## config.mk

```make
export PLATFORM = sky130hd
export DESIGN_NAME = pixel_writer
export DESIGN_NICKNAME = d
export VERILOG_FILES = /design/src/rtl/pixel_pkg.sv /design/src/rtl/pixel_fifo.sv /design/src/rtl/pixel_writer.sv
export SDC_FILE = /design/constraint.sdc
export NUM_CORES = 1
export LEC_CHECK = 0
export CORE_AREA = 4 4 312 314
export CTS_BUF_LIST = sky130_fd_sc_hd__clkbuf_8
export CTS_CLUSTER_SIZE = 10
export DETAILED_ROUTE_END_ITERATION = 6
export DIE_AREA = 0 0 316 318
export PLACE_DENSITY = 0.59
export SLEW_MARGIN = 10
export SYNTH_ARGS = -nofsm -noshare
export SYNTH_HDL_FRONTEND = slang
export SYNTH_SLANG_ARGS = --single-unit
```

## constraint.sdc

```tcl
create_clock -name clock -period 4.8 [get_ports clock]
set_input_delay 0.96 -clock clock [delete_from_list [all_inputs] [get_ports clock]]
set_output_delay 0.96 -clock clock [all_outputs]
set_load 0.01 [all_outputs]
```

## src/rtl/pixel_pkg.sv

```systemverilog
// Shared types and constants for the rasterizer pixel back end.
// pixel_t carries one pixel; wr_state_t is the write-master FSM state.
package pixel_pkg;

    localparam int ADDR_W  = 26;
    localparam int COLOR_W = 24;

    localparam int FB_WIDTH  = 640;
    localparam int FB_HEIGHT = 480;

    localparam logic [3:0] PIXEL_BYTEEN = 4'b0111;

    typedef struct packed {
        logic [ADDR_W-1:0]  addr;
        logic [COLOR_W-1:0] color;
    } pixel_t;

    typedef enum logic [1:0] {
        IDLE  = 2'd0,
        WRITE = 2'd1,
        DONE  = 2'd2
    } wr_state_t;

    // Word address of screen coordinate (x, y) in a frame buffer starting at base.
    function automatic logic [ADDR_W-1:0] pixel_address(input logic [ADDR_W-1:0] base,
                                                        input int unsigned x,
                                                        input int unsigned y);
        return base + ADDR_W'(y * FB_WIDTH + x);
    endfunction

    // True when (x, y) lies inside the visible frame.
    function automatic logic pixel_in_frame(input int unsigned x, input int unsigned y);
        return (x < FB_WIDTH) && (y < FB_HEIGHT);
    endfunction

endpackage

```

## src/rtl/pixel_fifo.sv

```systemverilog
// Synchronous pixel FIFO with one extra pointer bit to tell full from empty.
// A pop on an empty FIFO is ignored; a push on a full FIFO is only taken when
// a pop frees an entry in the same cycle.
module pixel_fifo
    import pixel_pkg::*;
#(
    parameter int DEPTH = 16
) (
    input  logic                     clock,
    input  logic                     reset,
    input  logic                     i_push,
    input  pixel_t                   i_wdata,
    input  logic                     i_pop,
    output pixel_t                   o_rdata,
    output logic                     o_full,
    output logic                     o_empty,
    output logic [$clog2(DEPTH):0]   o_count
);

    localparam int PTR_W = $clog2(DEPTH);

    pixel_t           r_mem [DEPTH];
    logic [PTR_W:0]   r_wrPtr;
    logic [PTR_W:0]   r_rdPtr;
    logic             w_doPush;
    logic             w_doPop;

    assign o_count  = r_wrPtr - r_rdPtr;
    assign o_empty  = (r_wrPtr == r_rdPtr);
    assign o_full   = (r_wrPtr[PTR_W] != r_rdPtr[PTR_W]) &&
                      (r_wrPtr[PTR_W-1:0] == r_rdPtr[PTR_W-1:0]);
    assign w_doPop  = i_pop && !o_empty;
    assign w_doPush = i_push && (!o_full || w_doPop);
    assign o_rdata  = r_mem[r_rdPtr[PTR_W-1:0]];

    // Advance the read and write pointers; reset empties the FIFO.
    always_ff @(posedge clock or negedge reset) begin
        if (!reset) begin
            r_wrPtr <= '0;
            r_rdPtr <= '0;
        end else begin
            if (w_doPush) begin
                r_wrPtr <= r_wrPtr + 1'b1;
            end
            if (w_doPop) begin
                r_rdPtr <= r_rdPtr + 1'b1;
            end
        end
    end

    // Storage array; contents need no reset because the pointers gate them.
    always_ff @(posedge clock) begin
        if (w_doPush) begin
            r_mem[r_wrPtr[PTR_W-1:0]] <= i_wdata;
        end
    end

endmodule

```

## src/rtl/pixel_writer.sv

```systemverilog
// Pixel writer: buffers rasterizer pixels and streams them to the frame
// buffer through an Avalon-style write master. Throttles the rasterizer with
// stall_out and pulses done_out once a triangle's pixels are all accepted.
// Optional feature: define PIXEL_WRITER_STATS_EN to add the pixel_count port.
module pixel_writer
    import pixel_pkg::*;
#(
    parameter int FIFO_DEPTH  = 16,
    parameter int STALL_SLACK = 2
) (
    input  logic        clock,
    input  logic        reset,
    input  logic [25:0] addr_in,
    input  logic [23:0] color_in,
    input  logic        pixel_valid,
    input  logic        done_in,
    output logic        stall_out,
    output logic [25:0] mem_addr,
    output logic [31:0] mem_writedata,
    output logic [3:0]  mem_byteenable,
    output logic        mem_write,
    input  logic        mem_waitrequest,
    output logic        done_out,
    output logic        busy,
    output logic        overflow
`ifdef PIXEL_WRITER_STATS_EN
    ,
    output logic [31:0] pixel_count
`endif
);

    localparam int CNT_W = $clog2(FIFO_DEPTH) + 1;

    wr_state_t          r_state;
    wr_state_t          w_nextState;

    pixel_t             w_pixelIn;
    pixel_t             w_fifoRdata;
    logic               w_fifoFull;
    logic               w_fifoEmpty;
    logic [CNT_W-1:0]   w_fifoCount;
    logic [CNT_W-1:0]   w_countNext;
    logic [CNT_W-1:0]   w_freeNext;

    logic               w_accept;
    logic               w_pop;
    logic               w_pushAccepted;

    logic [25:0]        r_memAddr;
    logic [23:0]        r_memColor;
    logic               r_donePending;
    logic               r_stall;
    logic               r_overflow;

    assign w_pixelIn      = '{addr: addr_in, color: color_in};
    assign w_accept       = (r_state == WRITE) && !mem_waitrequest;
    assign w_pushAccepted = pixel_valid && (!w_fifoFull || w_pop);
    assign w_countNext    = w_fifoCount + CNT_W'(w_pushAccepted) - CNT_W'(w_pop);
    assign w_freeNext     = CNT_W'(FIFO_DEPTH) - w_countNext;

    pixel_fifo #(
        .DEPTH (FIFO_DEPTH)
    ) u_fifo (
        .clock   (clock),
        .reset   (reset),
        .i_push  (pixel_valid),
        .i_wdata (w_pixelIn),
        .i_pop   (w_pop),
        .o_rdata (w_fifoRdata),
        .o_full  (w_fifoFull),
        .o_empty (w_fifoEmpty),
        .o_count (w_fifoCount)
    );

    // FSM state register.
    always_ff @(posedge clock or negedge reset) begin
        if (!reset) begin
            r_state <= IDLE;
        end else begin
            r_state <= w_nextState;
        end
    end

    // Next state: queued pixels always go out before a pending done is reported.
    always_comb begin
        w_nextState = r_state;
        case (r_state)
            IDLE: begin
                if (!w_fifoEmpty) begin
                    w_nextState = WRITE;
                end else if (r_donePending) begin
                    w_nextState = DONE;
                end
            end
            WRITE: begin
                if (w_accept) begin
                    if (!w_fifoEmpty) begin
                        w_nextState = WRITE;
                    end else if (r_donePending) begin
                        w_nextState = DONE;
                    end else begin
                        w_nextState = IDLE;
                    end
                end
            end
            DONE: begin
                w_nextState = IDLE;
            end
            default: begin
                w_nextState = IDLE;
            end
        endcase
    end

    // FSM outputs: write strobe, byte enables, done pulse and FIFO pop.
    always_comb begin
        mem_write      = 1'b0;
        mem_byteenable = 4'b0000;
        done_out       = 1'b0;
        w_pop          = 1'b0;
        case (r_state)
            IDLE: begin
                w_pop = !w_fifoEmpty;
            end
            WRITE: begin
                mem_write      = 1'b1;
                mem_byteenable = PIXEL_BYTEEN;
                w_pop          = w_accept && !w_fifoEmpty;
            end
            DONE: begin
                done_out = 1'b1;
            end
            default: begin
                done_out = 1'b0;
            end
        endcase
    end

    // Output registers load only on a pop, so they hold during wait states.
    always_ff @(posedge clock or negedge reset) begin
        if (!reset) begin
            r_memAddr  <= '0;
            r_memColor <= '0;
        end else if (w_pop) begin
            r_memAddr  <= w_fifoRdata.addr;
            r_memColor <= w_fifoRdata.color;
        end
    end

    // Done capture, registered stall from next-cycle occupancy, sticky overflow.
    always_ff @(posedge clock or negedge reset) begin
        if (!reset) begin
            r_donePending <= 1'b0;
            r_stall       <= 1'b0;
            r_overflow    <= 1'b0;
        end else begin
            if (done_in) begin
                r_donePending <= 1'b1;
            end else if (r_state == DONE) begin
                r_donePending <= 1'b0;
            end
            r_stall <= (w_freeNext <= CNT_W'(STALL_SLACK));
            if (pixel_valid && w_fifoFull && !w_pop) begin
                r_overflow <= 1'b1;
            end
        end
    end

    assign mem_addr      = r_memAddr;
    assign mem_writedata = {8'h00, r_memColor};
    assign stall_out     = r_stall;
    assign overflow      = r_overflow;
    assign busy          = !w_fifoEmpty || (r_state == WRITE) || r_donePending;

`ifdef PIXEL_WRITER_STATS_EN
    logic [31:0] r_pixelCount;

    // Accepted-write counter, saturating, cleared when a triangle completes.
    always_ff @(posedge clock or negedge reset) begin
        if (!reset) begin
            r_pixelCount <= '0;
        end else if (r_state == DONE) begin
            r_pixelCount <= '0;
        end else if (w_accept && (r_pixelCount != 32'hFFFF_FFFF)) begin
            r_pixelCount <= r_pixelCount + 32'd1;
        end
    end

    assign pixel_count = r_pixelCount;
`endif

endmodule

```

---- Yosys cells after proc, flatten, opt, wreduce, memory -nomap -nowiden ----
Memories as Yosys holds them, arrays and structs flattened. A register that Yosys moved wholly into a read port is not among the register bits.
Index checks and enable logic that the tools add are counted.
Widths: inputs -> output; s select.
storage, ports and cells
  memory bits (writable) .................. 800
  output and inout bits ................... 67
  register bits after elaboration ......... 15
  memories kept ........................... 1
  logic and storage cells ................. 55
memory list
  memory        words  width  read ports  clocked after Yosys merged registers in  write ports  RTL line          source
  u_fifo.r_mem  16     50     1           1                                        1            pixel_fifo.sv:22  pixel_t r_mem [DEPTH];
operators by class
  reduce and logical (&&, ||, !) cells .... 20
  $add $sub $neg .......................... 6
  order comparisons ....................... 1
  equal/unequal tests ..................... 7
  muxes and demuxes ....................... 14
operators by type and width
  operator             count
  $add 5x1->5 const B  2
  $mux 2               5
  $logic_and 1x1->1    8
  $mux 1               6
  $add 5x1->5          1
  $eq 5x5->1           1
  $le 5x2->1 const B   1
  $logic_not 1->1      5
  $sub 5x1->5          1
  $sub 5x5->5          1
  $sub 5x5->5 const A  1
  $eq 4x4->1           1
  $logic_or 1x1->1     4
  $pmux 2 s2           1
  $mux 3               1
  $ne 3x3->1 const B   1
  $eq 2x1->1 const B   1
  $eq 2x2->1 const B   1
  $logic_not 2->1      1
  $ne 2x2->1 const B   1
  $pmux 1 s2           1
  $reduce_and 2->1     1
  $reduce_bool 2->1    1
  $ne 1x1->1           1

---- Longest topological paths before layout ----
Gate-level depths: netlist (run 1).
  word-level depth ........................ 10
  mapped depth ............................ 20
  gate-level depth less buffers ........... 16

---- Modules after synthesis ----
From an unflattened synthesis (run 1), not the netlist that was laid out.
unflattened totals
  cell total of the unflattened synthesis .. 1567
  area total of the unflattened synthesis .. 33434.6 µm²
modules (own cells, without submodules)
  module        area an instance (µm²)  seq. area each (µm²)  cells an instance  instances
  pixel_fifo    31109.8                 24273.3               1413               1
  pixel_writer  2324.7                  1376.3                154                1

---- Worst setup path before layout (run 1) ----
No wires, ideal clock.
  path kind ............................... register to register
  start point ............................. register u_fifo.r_rdPtr[3]
  end point ............................... memory u_fifo.r_mem[15][0] in the netlist's numbering, enable pin
  setup slack ............................. 0.124 ns
  period minus slack after synthesis ...... 4.676 ns
  data arrival time ....................... 4.199 ns
  required time ........................... 4.323 ns
  setup time .............................. 0.477 ns
  buffers on the path ..................... 2
  cell stages (with the launch flop) ...... 8
  cells stage by stage .................... dfrtp_1 buf_1 clkbuf_1 inv_1 ha_1 nand2_1 nor3_1 a21oi_1
between the ends
  longest elaborated chain between the ends .. 9
  elaborated cells on any way between the ends .. 12
ends and longest elaborated chain
  item                            RTL line                                                    source
  start: declaration              pixel_fifo.sv:24                                            logic [PTR_W:0] r_rdPtr;
  start signal: assignment        pixel_fifo.sv:46                                            r_rdPtr <= r_rdPtr + 1'b1;
  $eq 5x5->1                      pixel_fifo.sv:29                                            assign o_empty = (r_wrPtr == r_rdPtr);
  $logic_not 1->1                 pixel_fifo.sv:32, pixel_writer.sv:123, pixel_writer.sv:128
  $logic_and 1x1->1               pixel_writer.sv:128                                         w_pop = w_accept && !w_fifoEmpty;
  $pmux 1 s2                      pixel_writer.sv:121                                         case (r_state)
  $logic_and 1x1->1               pixel_fifo.sv:32                                            assign w_doPop = i_pop && !o_empty;
  $logic_or 1x1->1 *              pixel_fifo.sv:33                                            assign w_doPush = i_push && (!o_full || w_doPop);
  $logic_and 1x1->1 *             pixel_fifo.sv:33
  $mux 1 *                        pixel_fifo.sv:53                                            if (w_doPush) begin
  $mux 1 (implied by the code) *  pixel_fifo.sv:54                                            r_mem[r_wrPtr[PTR_W-1:0]] <= i_wdata;
  end: declaration                pixel_fifo.sv:22
Every way passes the cells marked *; elsewhere a longest branch is shown, timed or not.

---- Worst setup path after layout (run 1) ----
  start point ............................. register u_fifo.r_wrPtr[2]
  end point ............................... output port busy
between the ends
  longest elaborated chain between the ends .. 4
ends and longest elaborated chain
  item                           RTL line             source
  start: declaration             pixel_fifo.sv:23     logic [PTR_W:0] r_wrPtr;
  start signal: assignment       pixel_fifo.sv:43     r_wrPtr <= r_wrPtr + 1'b1;
  $eq 5x5->1                     pixel_fifo.sv:29
  $logic_not 1->1                pixel_writer.sv:173  assign busy = !w_fifoEmpty || (r_state == WRITE) || r_donePending;
  $logic_or 1x1->1 (2 in a row)  pixel_writer.sv:173
  end: declaration               pixel_writer.sv:24   output logic busy,
Every way passes these cells.

==> flow_summary.ini, run 1 <==
[timing]
fmax_mhz = 246
worstMarginPinSlew_ps = 1080
hold_viol = 0
setup_tns_ps = 0
worst_slack_ps = 727
finClkSkew_ps = 31.5
maxSlewViolCount = 0
relSlewSlack = 0.282
grt_setup_unrepaired = no
finalCritPeriodShare = 0.849
period_minus_slack_ps = 4070
finalSetupViolCount = 0

[route]
drtAntennaViolNets = 0
vias_per_cell = 5.06
drc = 0
route.vias.total = 15400
wl_per_cell_um = 25.3
drtIter0Drc = 1393
wirelength_mm = 76.9
drt-pass1-iter-count = 5

[critical_path]
crit_fanout = 10
cp_top_family = simple AND/OR/NAND/NOR gates
critPathSlowestCell = clkdlybuf4s50_1
startpoint_type = flip-flop
cp.arrival_ps = 3110
crit_path_max_incr_delay_ps = 500
r2r_end = stall_out
cp_cell_sequence = ha_1 > nand2_1 > or3_1 > or4_1 > clkdlybuf4s50_1
worstRegToRegCells = 15
crit_required_ps = 3840
r2r_setup_slack_ps = 1000
critPathBufInv = 1
cp-end-kind = output port
r2r_start = u_fifo.r_wrPtr[2]
crit_type = reg -> out

[clock_network]
clock-sinks = 865
path_clk_slew_ps = 70
worstSkewPairLatency_ps = 780
cts_htree_levels = 4
cts_resized = 0
cts_buffer_depth = 3
cts_root_buf = clkbuf_8
hold_buffers = 0
post-cts-setup-buffer-count = 0
numCtsBuffers = 141
cts_tree = built

[synth]
synth_edf_count = 800
synth_warnings = 0
synth_seq_cells = 865
synth_area_leaders = edfxtp_1, mux4_2, dfrtp_1
synthArstFlopShare = 0.0751
syn_area_per_cell_um2 = 22.7
synth_flop_cell = edfxtp_1
synth_top_cell_area_share = 0.729
netlist_instances = 1452
synth_area_um2 = 32900
synth.yosys.seq_area_share = 0.779
synth.largest_area_cell = edfxtp_1
yosysUniqueCellTypes = 39

[finish]
layout.area.seq_um2 = 25700
final_common_cell = edfxtp_1
fin_nets = 1730
syn2layout_area_growth_pct = 16.6
fin_cells = 3036
drive_above_1_share = 0.247
multi_input_area_um2 = 6900
fill_cells = 8344
mostFrequentLayoutCells = edfxtp_1, mux4_2, clkbuf_8, clkdlybuf4s50_1, mux2i_1

[pwr]
p_clk_frac = 0.266
power_density_nw_per_um2 = 581
switching_share = 0.310
pwr-share-comb = 0.302
power_frac_seq = 0.432
power_leakage_nw = 12.8
ir_worst_vdd_mv = 0.466
design_power_total_mw = 22.3
power.internal_mw = 15.4
power_switching_mw = 6.91

[placed_design]
pre_cts_slack_ps = 578
dp_hpwl_mm = 38.1
place_congestion = 0.731
post-place-cells = 2782
port_buffers = 112

[floorplanning]
die_h_um = 318
coreArea_um2 = 94600
fp.dieArea_um2 = 100000
initial_core_util = 0.348
rows = 113
ioPinCount = 122
dieWidth_um = 316

[grt]
grt_overflow = 0
antenna_found_initial = 4
grt_use_total = 0.155
grt_first_pass_wirelength_mm = 113
grt_max_degree = 139
grt_pass1_vias = 16700

[outcome]
status = completed

[run]
drv_cap = 0

[worst_hold_path]
holdCritPathClass = in -> async
==> power groups by stage <==
| stage | logic, mW | registers [mW] | clock network [mW] |
|---|---|---|---|
| final | 6.74 | 9.64 | 5.93 |
| after global routing | 7.31 | 9.73 | 6.48 |
| after CTS | 6.90 | 9.67 | 6.10 |
| after detailed placement | 6.88 | 9.82 | 0 |
| after global placement | 6.84 | 9.78 | 0 |
| after floorplan | 4.54 | 9.74 | 0 |
==> sequential cells by signal (all words and copies together), names as in the netlist <==
register,count
overflow,1
r_donePending,1
u_fifo.r_rdPtr,5
r_state,2
stall_out,1
mem_addr,26
u_fifo.r_wrPtr,5
u_fifo.r_mem,800
r_memColor,24
==> cell usage after synthesis (4+ instances only) <==
master      n
edfxtp_1  800
buf_1       5
and3_1     10
a21oi_1     6
o221ai_1   50
dfrtp_1    65
buf_2      23
buf_4      17
mux4_2    200
xnor2_1     8
mux2i_1   100
nor2b_1     4
xor2_1      6
and2_1      4
nand2_1    58
inv_1      14
ha_1       12
clkbuf_1   41
==> layer usage <==
layer / vias to the layer above / part of all wire / global-route usage
met1: 8264 / 0.42 / 0.205
li1: 6512 / - / -
met3: 101 / 0.057 / 0.0319
met4: 4 / 0.017 / 0.0484
met5: - / 0.00044 / 0
met2: 489 / 0.51 / 0.258
==> metrics by stage <==
step	hold WS (ps)	utilization	area [µm²]
6_report	386	0.406	38400
5_1_grt	411	0.406	38400
4_1_cts	346	0.406	38400
3_5_place_dp	479	0.378	35800
3_3_place_gp	475	0.378	35800
2_1_floorplan	461	-	33000
==> cell families (layout without fill, tap and decap cells) <==
| group | Yosys count | count (layout) | share of synthesized area |
|---|---|---|---|
| multiplexers | 301 | 301 | 0.167 |
| XOR/XNOR | 14 | 14 | 0.00372 |
| other | 1 | 10 | 0.000114 |
| AND/OR/NAND/NOR | 90 | 90 | 0.0127 |
| AO/OA/AOI/OAI | 64 | 64 | 0.0166 |
| buffers and inverters | 102 | 412 | 0.0144 |
| flip-flops | 865 | 865 | 0.779 |
| adder cells (fa/ha/maj) | 15 | 15 | 0.00638 |
==> worst register-to-register path, cell delays in order, from the launching register on <==
cell,delay [ps]
dfrtp_1,490
ha_1,390
nand2_1,130
nor3_1,610
a21oi_1,210
inv_1,110
fa_1,160
inv_1,50
fa_1,430
inv_1,70
ha_1,160
inv_1,60
fa_1,430
xnor2_1,160
a21oi_1,60
and3_1,160
==> final cells by class <==
type | count | share of cell area
antenna | 1 | 0.0000651
clock buffer | 156 | 0.0559
clock inverter | 97 | 0.0124
inverter | 16 | 0.00169
multi-input combinational | 493 | 0.180
sequential | 865 | 0.668
tap | 1265 | 0.0412
timing repair buffer | 143 | 0.0410
==> worst max path at each step <==
stage,startpoint,end,slack (ps),cells past startpoint
after floorplan,u_fifo.r_rdPtr[3],u_fifo.r_mem[15][0],120,7
after global placement,mem_waitrequest,stall_out,550,15
after detailed placement,mem_waitrequest,stall_out,580,15
after CTS,u_fifo.r_wrPtr[2],busy,640,5
after global routing,u_fifo.r_wrPtr[2],busy,570,5
final,u_fifo.r_wrPtr[2],busy,730,5
(Power assumes the default switching activity.)
==> run 2: changes to the inputs <==
==> constraint.sdc (replaced) <==
create_clock -name clock -period 3.5 [get_ports clock]
set_input_delay 0.7 -clock clock [delete_from_list [all_inputs] [get_ports clock]]
set_output_delay 0.7 -clock clock [all_outputs]
set_load 0.01 [all_outputs]
==> run 2 against run 1 <==
  * Sequential share of layout area shrank 0.99 points
  * Hold slack worse by 330 ps
  * Clock power grew 41%
  * Combinational power up 44%
  * Cell count increased by 0.99%
  * Clock-buffer cell count is 7 higher
  * Non-clock buffer count is 33 higher
  * Routed wire length grew 1.3%
  * Critical path type unchanged
  * Largest cell class unchanged
  * Largest power group unchanged
==> flow_summary.ini, run 2 (synthesis gave the netlist of run 1 again) <==
[clock_network]
worstSkewPairLatency_ps = 770
clock-sinks = 865
numCtsBuffers = 142
cts_tree = built
cts_root_buf = clkbuf_8
path_clk_slew_ps = 60
cts_htree_levels = 4
cts_buffer_depth = 3

[pwr]
power_leakage_nw = 13.0
power_density_nw_per_um2 = 802
ir_worst_vdd_mv = 0.741

[route]
routedLengthMet1_mm = 34.2
drc = 0
drt-pass1-iter-count = 4
wirelength_mm = 77.9
routed.top_layer = met5
wl_met2_mm = 38.0
drtAntennaViolNets = 0
met3_length_mm = 4.16
vias_per_cell = 5.08
wl_per_cell_um = 25.4
drtIter0Drc = 1181
route.vias.total = 15600

[floorplanning]
coreArea_um2 = 94600
rows = 113
die_h_um = 318
fp.dieArea_um2 = 100000
dieWidth_um = 316
ioPinCount = 122
initial_core_util = 0.348

[finish]
final_common_cell = edfxtp_1
mostFrequentLayoutCells = edfxtp_1, mux4_2, clkbuf_8, clkdlybuf4s50_1, mux2i_1
final_util = 0.412
layout.area.seq_um2 = 25700
syn2layout_area_growth_pct = 18.4
multi_input_area_um2 = 6950
fill_cells = 8197
drive_above_1_share = 0.270
fin_nets = 1764
largest_reg_flops = 800

[critical_path]
startpoint_type = flip-flop
cp-end-kind = output port
cp.arrival_ps = 2670
crit_path_max_incr_delay_ps = 410
r2r_setup_slack_ps = 210
crit_type = reg -> out
r2r_start = u_fifo.r_wrPtr[0]
critPathSlowestCell = or4_1
worstRegToRegCells = 14
crit_fanout = 3
r2r_end = stall_out
startpoint = u_fifo.r_rdPtr[3]
crit_required_ps = 2800
cp_cell_sequence = inv_1 > ha_4 > nand2_4 > or3_4 > or4_1 > clkdlybuf4s15_1
cp-endpoint = busy

[grt]
antenna_found_initial = 6
grt_first_pass_wirelength_mm = 114
grt_overflow = 0
grt_pass1_vias = 16800
grt_max_degree = 120
grt_use_total = 0.156

[outcome]
status = completed

[timing]
worst_slack_ps = 133
setup_tns_ps = 0
grt_setup_unrepaired = no
hold_viol = 0
maxSlewViolCount = 0
period_minus_slack_ps = 3370
finalSetupViolCount = 0
fmax_mhz = 297
relSlewSlack = 0.222
finClkSkew_ps = 19.7
finalCritPeriodShare = 0.962
worstMarginPinSlew_ps = 1170

[placed_design]
pre_cts_slack_ps = -252
port_buffers = 112
dp_hpwl_mm = 39.7
place_congestion = 0.698

[run]
drv_cap = 0

[worst_hold_path]
holdCritPathClass = in -> async
-- run 2: routing by layer --
| metal | global-route usage | up-vias |
|---|---|---|
| met5 | 0 | - |
| met4 | 0.0428 | 6 |
| met3 | 0.0361 | 111 |
| met2 | 0.253 | 427 |
| met1 | 0.212 | 8436 |
| li1 | - | 6583 |
-- run 2: layout make-up --
| class | count | share of cell area |
|---|---|---|
| Antenna cell | 3 | 0.000193 |
| Clock buffer | 163 | 0.0575 |
| Clock inverter | 85 | 0.0119 |
| Inverter | 16 | 0.00167 |
| Multi-Input combinational cell | 493 | 0.178 |
| Sequential cell | 865 | 0.658 |
| Tap cell | 1265 | 0.0406 |
| Timing Repair Buffer | 176 | 0.0519 |
-- run 2: per-stage QoR --
stage                     cell area [µm²]  instances  power, mW  hold WS [ps]
after floorplan                     33100       1460       19.7           404
after global placement              36300       2814       23.2           470
after detailed placement            36300       2814       23.3           481
after CTS                           39000       3063       31.8          5.44
after global routing                39000       3064       32.9          40.7
final                               39000       3066       31.3          56.5
-- run 2: report_power, final --
group          switching (mW)  total (mW)  internal, mW
combinational            5.18        9.71          4.53
sequential              0.521        13.2          12.7
clock                    3.85        8.37          4.52
-- run 2: worst max-delay path, delay by kind of cell (launching register included) --
kind,cells,cell delay (ps)
simple gates,3,870
flops,1,400
buf+inv,2,330
fa+ha+maj,1,290
-- run 2: repair_timing --
| item | 4_1_cts | 5_1_grt |
|---|---|---|
| pin swaps | 0 | 0 |
| setup endpoints to repair | 1 | 1 |
| hold endpoints to repair | 0 | 0 |
| hold buffers | 0 | 0 |
| setup buffers | 1 | 0 |
| gates resized for setup | 3 | 1 |
-- run 2: worst min path at each step --
stage,end,slack [ps],cells after the start
CTS,overflow,5,1
global route,u_fifo.r_rdPtr[0],40,1
floorplan,mem_addr[0],400,0
global placement,overflow,470,1
detailed placement,mem_addr[3],480,2
finish,overflow,60,1
==> run 3: changes to the inputs <==
--- a/config.mk
+++ b/config.mk
@@ -15,3 +15,4 @@
 export SYNTH_ARGS = -nofsm -noshare
 export SYNTH_HDL_FRONTEND = slang
 export SYNTH_SLANG_ARGS = --single-unit
+export TNS_END_PERCENT = 30
==> constraint.sdc (replaced) <==
create_clock -name clock -period 2.8 [get_ports clock]
set_input_delay 0.56 -clock clock [delete_from_list [all_inputs] [get_ports clock]]
set_output_delay 0.56 -clock clock [all_outputs]
set_load 0.01 [all_outputs]
==> run 3 against run 2 <==
  * The flow now finishes with violations (setup timing)
  * Clock skew up 6.4 ps
  * Setup slack got worse by 470 ps
  * Hold slack improved by 290 ps
  * Core utilization grew 0.62 points
  * Clock-buffer cell count fell by 3
  * Largest power group unchanged
  * Via count increased by 1.5%
  * First-iteration DRC count is 13% higher
  * Critical path type unchanged
  * Register-to-register slack got worse by 480 ps
  * Combinational power increased by 31%
  * Clock power is 29% higher
  * Non-clock buffer count rose by 35
==> flow_summary.ini, run 3 (synthesis gave the netlist of run 1 again) <==
[floorplanning]
ioPinCount = 122
coreArea_um2 = 94600
rows = 113
initial_core_util = 0.348
dieWidth_um = 316
fp.dieArea_um2 = 100000
die_h_um = 318

[placed_design]
port_buffers = 112
dp_hpwl_mm = 42.6
pre_cts_slack_ps = -684
place_congestion = 0.722
place_area_um2 = 36700

[critical_path]
crit_type = reg -> out
crit_required_ps = 2240
crit_path_max_incr_delay_ps = 420
cp.arrival_ps = 2580
crit_fanout = 2
cp-end-kind = output port
startpoint_type = flip-flop
critPathSlowestCell = dfrtp_4
r2r_setup_slack_ps = -270
cp_cell_sequence = inv_4 > ha_4 > nand2_4 > buf_6 > or3_4 > or4_1 > buf_2

[finish]
final_area_um2 = 39600
final_common_cell = edfxtp_1
mostFrequentLayoutCells = edfxtp_1, mux4_2, clkbuf_8, clkdlybuf4s50_1, mux2i_1
final_util = 0.418
fin_nets = 1799
multi_input_area_um2 = 6990
largest_reg_flops = 800
drive_above_1_share = 0.292
layout.area.seq_um2 = 25700
fill_cells = 8164
syn2layout_area_growth_pct = 20.1

[route]
drtAntennaViolNets = 0
wirelength_mm = 78.5
drc = 0
drt-pass1-iter-count = 5
wl_per_cell_um = 25.2
vias_per_cell = 5.06
route.vias.total = 15800
drtIter0Drc = 1334

[run]
drv_cap = 0

[clock_network]
cts_tree = built
cts_htree_levels = 4
clock-sinks = 865
path_clk_slew_ps = 60
numCtsBuffers = 142
cts_root_buf = clkbuf_8
cts_buffer_depth = 3
worstSkewPairLatency_ps = 770

[timing]
period_minus_slack_ps = 3140
worst_slack_ps = -341
grt_setup_unrepaired = yes
finClkSkew_ps = 26.2
finalCritPeriodShare = 1.12
maxSlewViolCount = 0
hold_viol = 0
finalSetupViolCount = 34
fmax_mhz = 318
setup_tns_ps = -5090
worstMarginPinSlew_ps = 1070
relSlewSlack = 0.289
whs_ps = 344

[grt]
grt_pass1_vias = 17000
grt_max_degree = 139
grt_first_pass_wirelength_mm = 116
grt_use_total = 0.157
antenna_found_initial = 11
grt_overflow = 0

[pwr]
power_leakage_nw = 13.3
power_density_nw_per_um2 = 1010
ir_worst_vdd_mv = 1.01

[outcome]
status = finished with violations
violations = setup timing

[worst_hold_path]
holdCritPathClass = in -> async
run 3: worst max-delay path, delay by kind of cell, from the launching register on:
family	cells	cell delay (ps)
simple gates	3	810
flops	1	420
buf+inv	3	320
fa+ha+maj	1	270
run 3: what timing repair did:
item                                    4_1_cts  5_1_grt
endpoints found under the hold margin        27        0
endpoints found under the setup margin       44       39
hold buffers                                  1        0
resized for setup                            10        1
buffers inserted                              2        0
pin swaps                                     2        1
run 3: final cells by class:
class / count / share of cell area
Antenna cell: 5 / 0.000316
Clock buffer: 160 / 0.0556
Clock inverter: 106 / 0.0157
Inverter: 16 / 0.00177
Multi-Input combinational cell: 493 / 0.177
Sequential cell: 865 / 0.648
Tap cell: 1265 / 0.0400
Timing Repair Buffer: 211 / 0.0618
run 3: report_power, final:
part           internal [mW]  switching [mW]
Clock                   5.75            5.05
Combinational           6.05            6.65
Sequential              15.8           0.644
Total                   27.6            12.3
run 3: routing by layer:
layer / wire (µm) / track usage / up-vias
met2: 38900 / 0.256 / 478
met4: 1480 / 0.0454 / 10
met5: 57 / 0 / -
li1: - / - / 6676
met3: 4460 / 0.0372 / 119
met1: 33600 / 0.211 / 8517
run 3: path summary, 6_finish.rpt:
| kind | start | to | cells past startpoint |
|---|---|---|---|
| setup / recovery | u_fifo.r_rdPtr[3] | busy | 7 |
| hold / removal | reset | stall_out | 2 |
| setup reg to reg | u_fifo.r_rdPtr[3] | stall_out | 17 |
| hold reg to reg | r_memColor[21] | r_memColor[21] | 2 |
| max in group asynchronous | reset | r_memColor[2] | 3 |
| min in group clock | done_in | r_donePending | 2 |
run 3: through the flow:
step	instances	total power, mW
2_1_floorplan	1460	24.7
3_3_place_gp	2847	29.4
3_5_place_dp	2847	29.6
4_1_cts	3116	40.6
5_1_grt	3118	42.1
6_report	3121	40.0
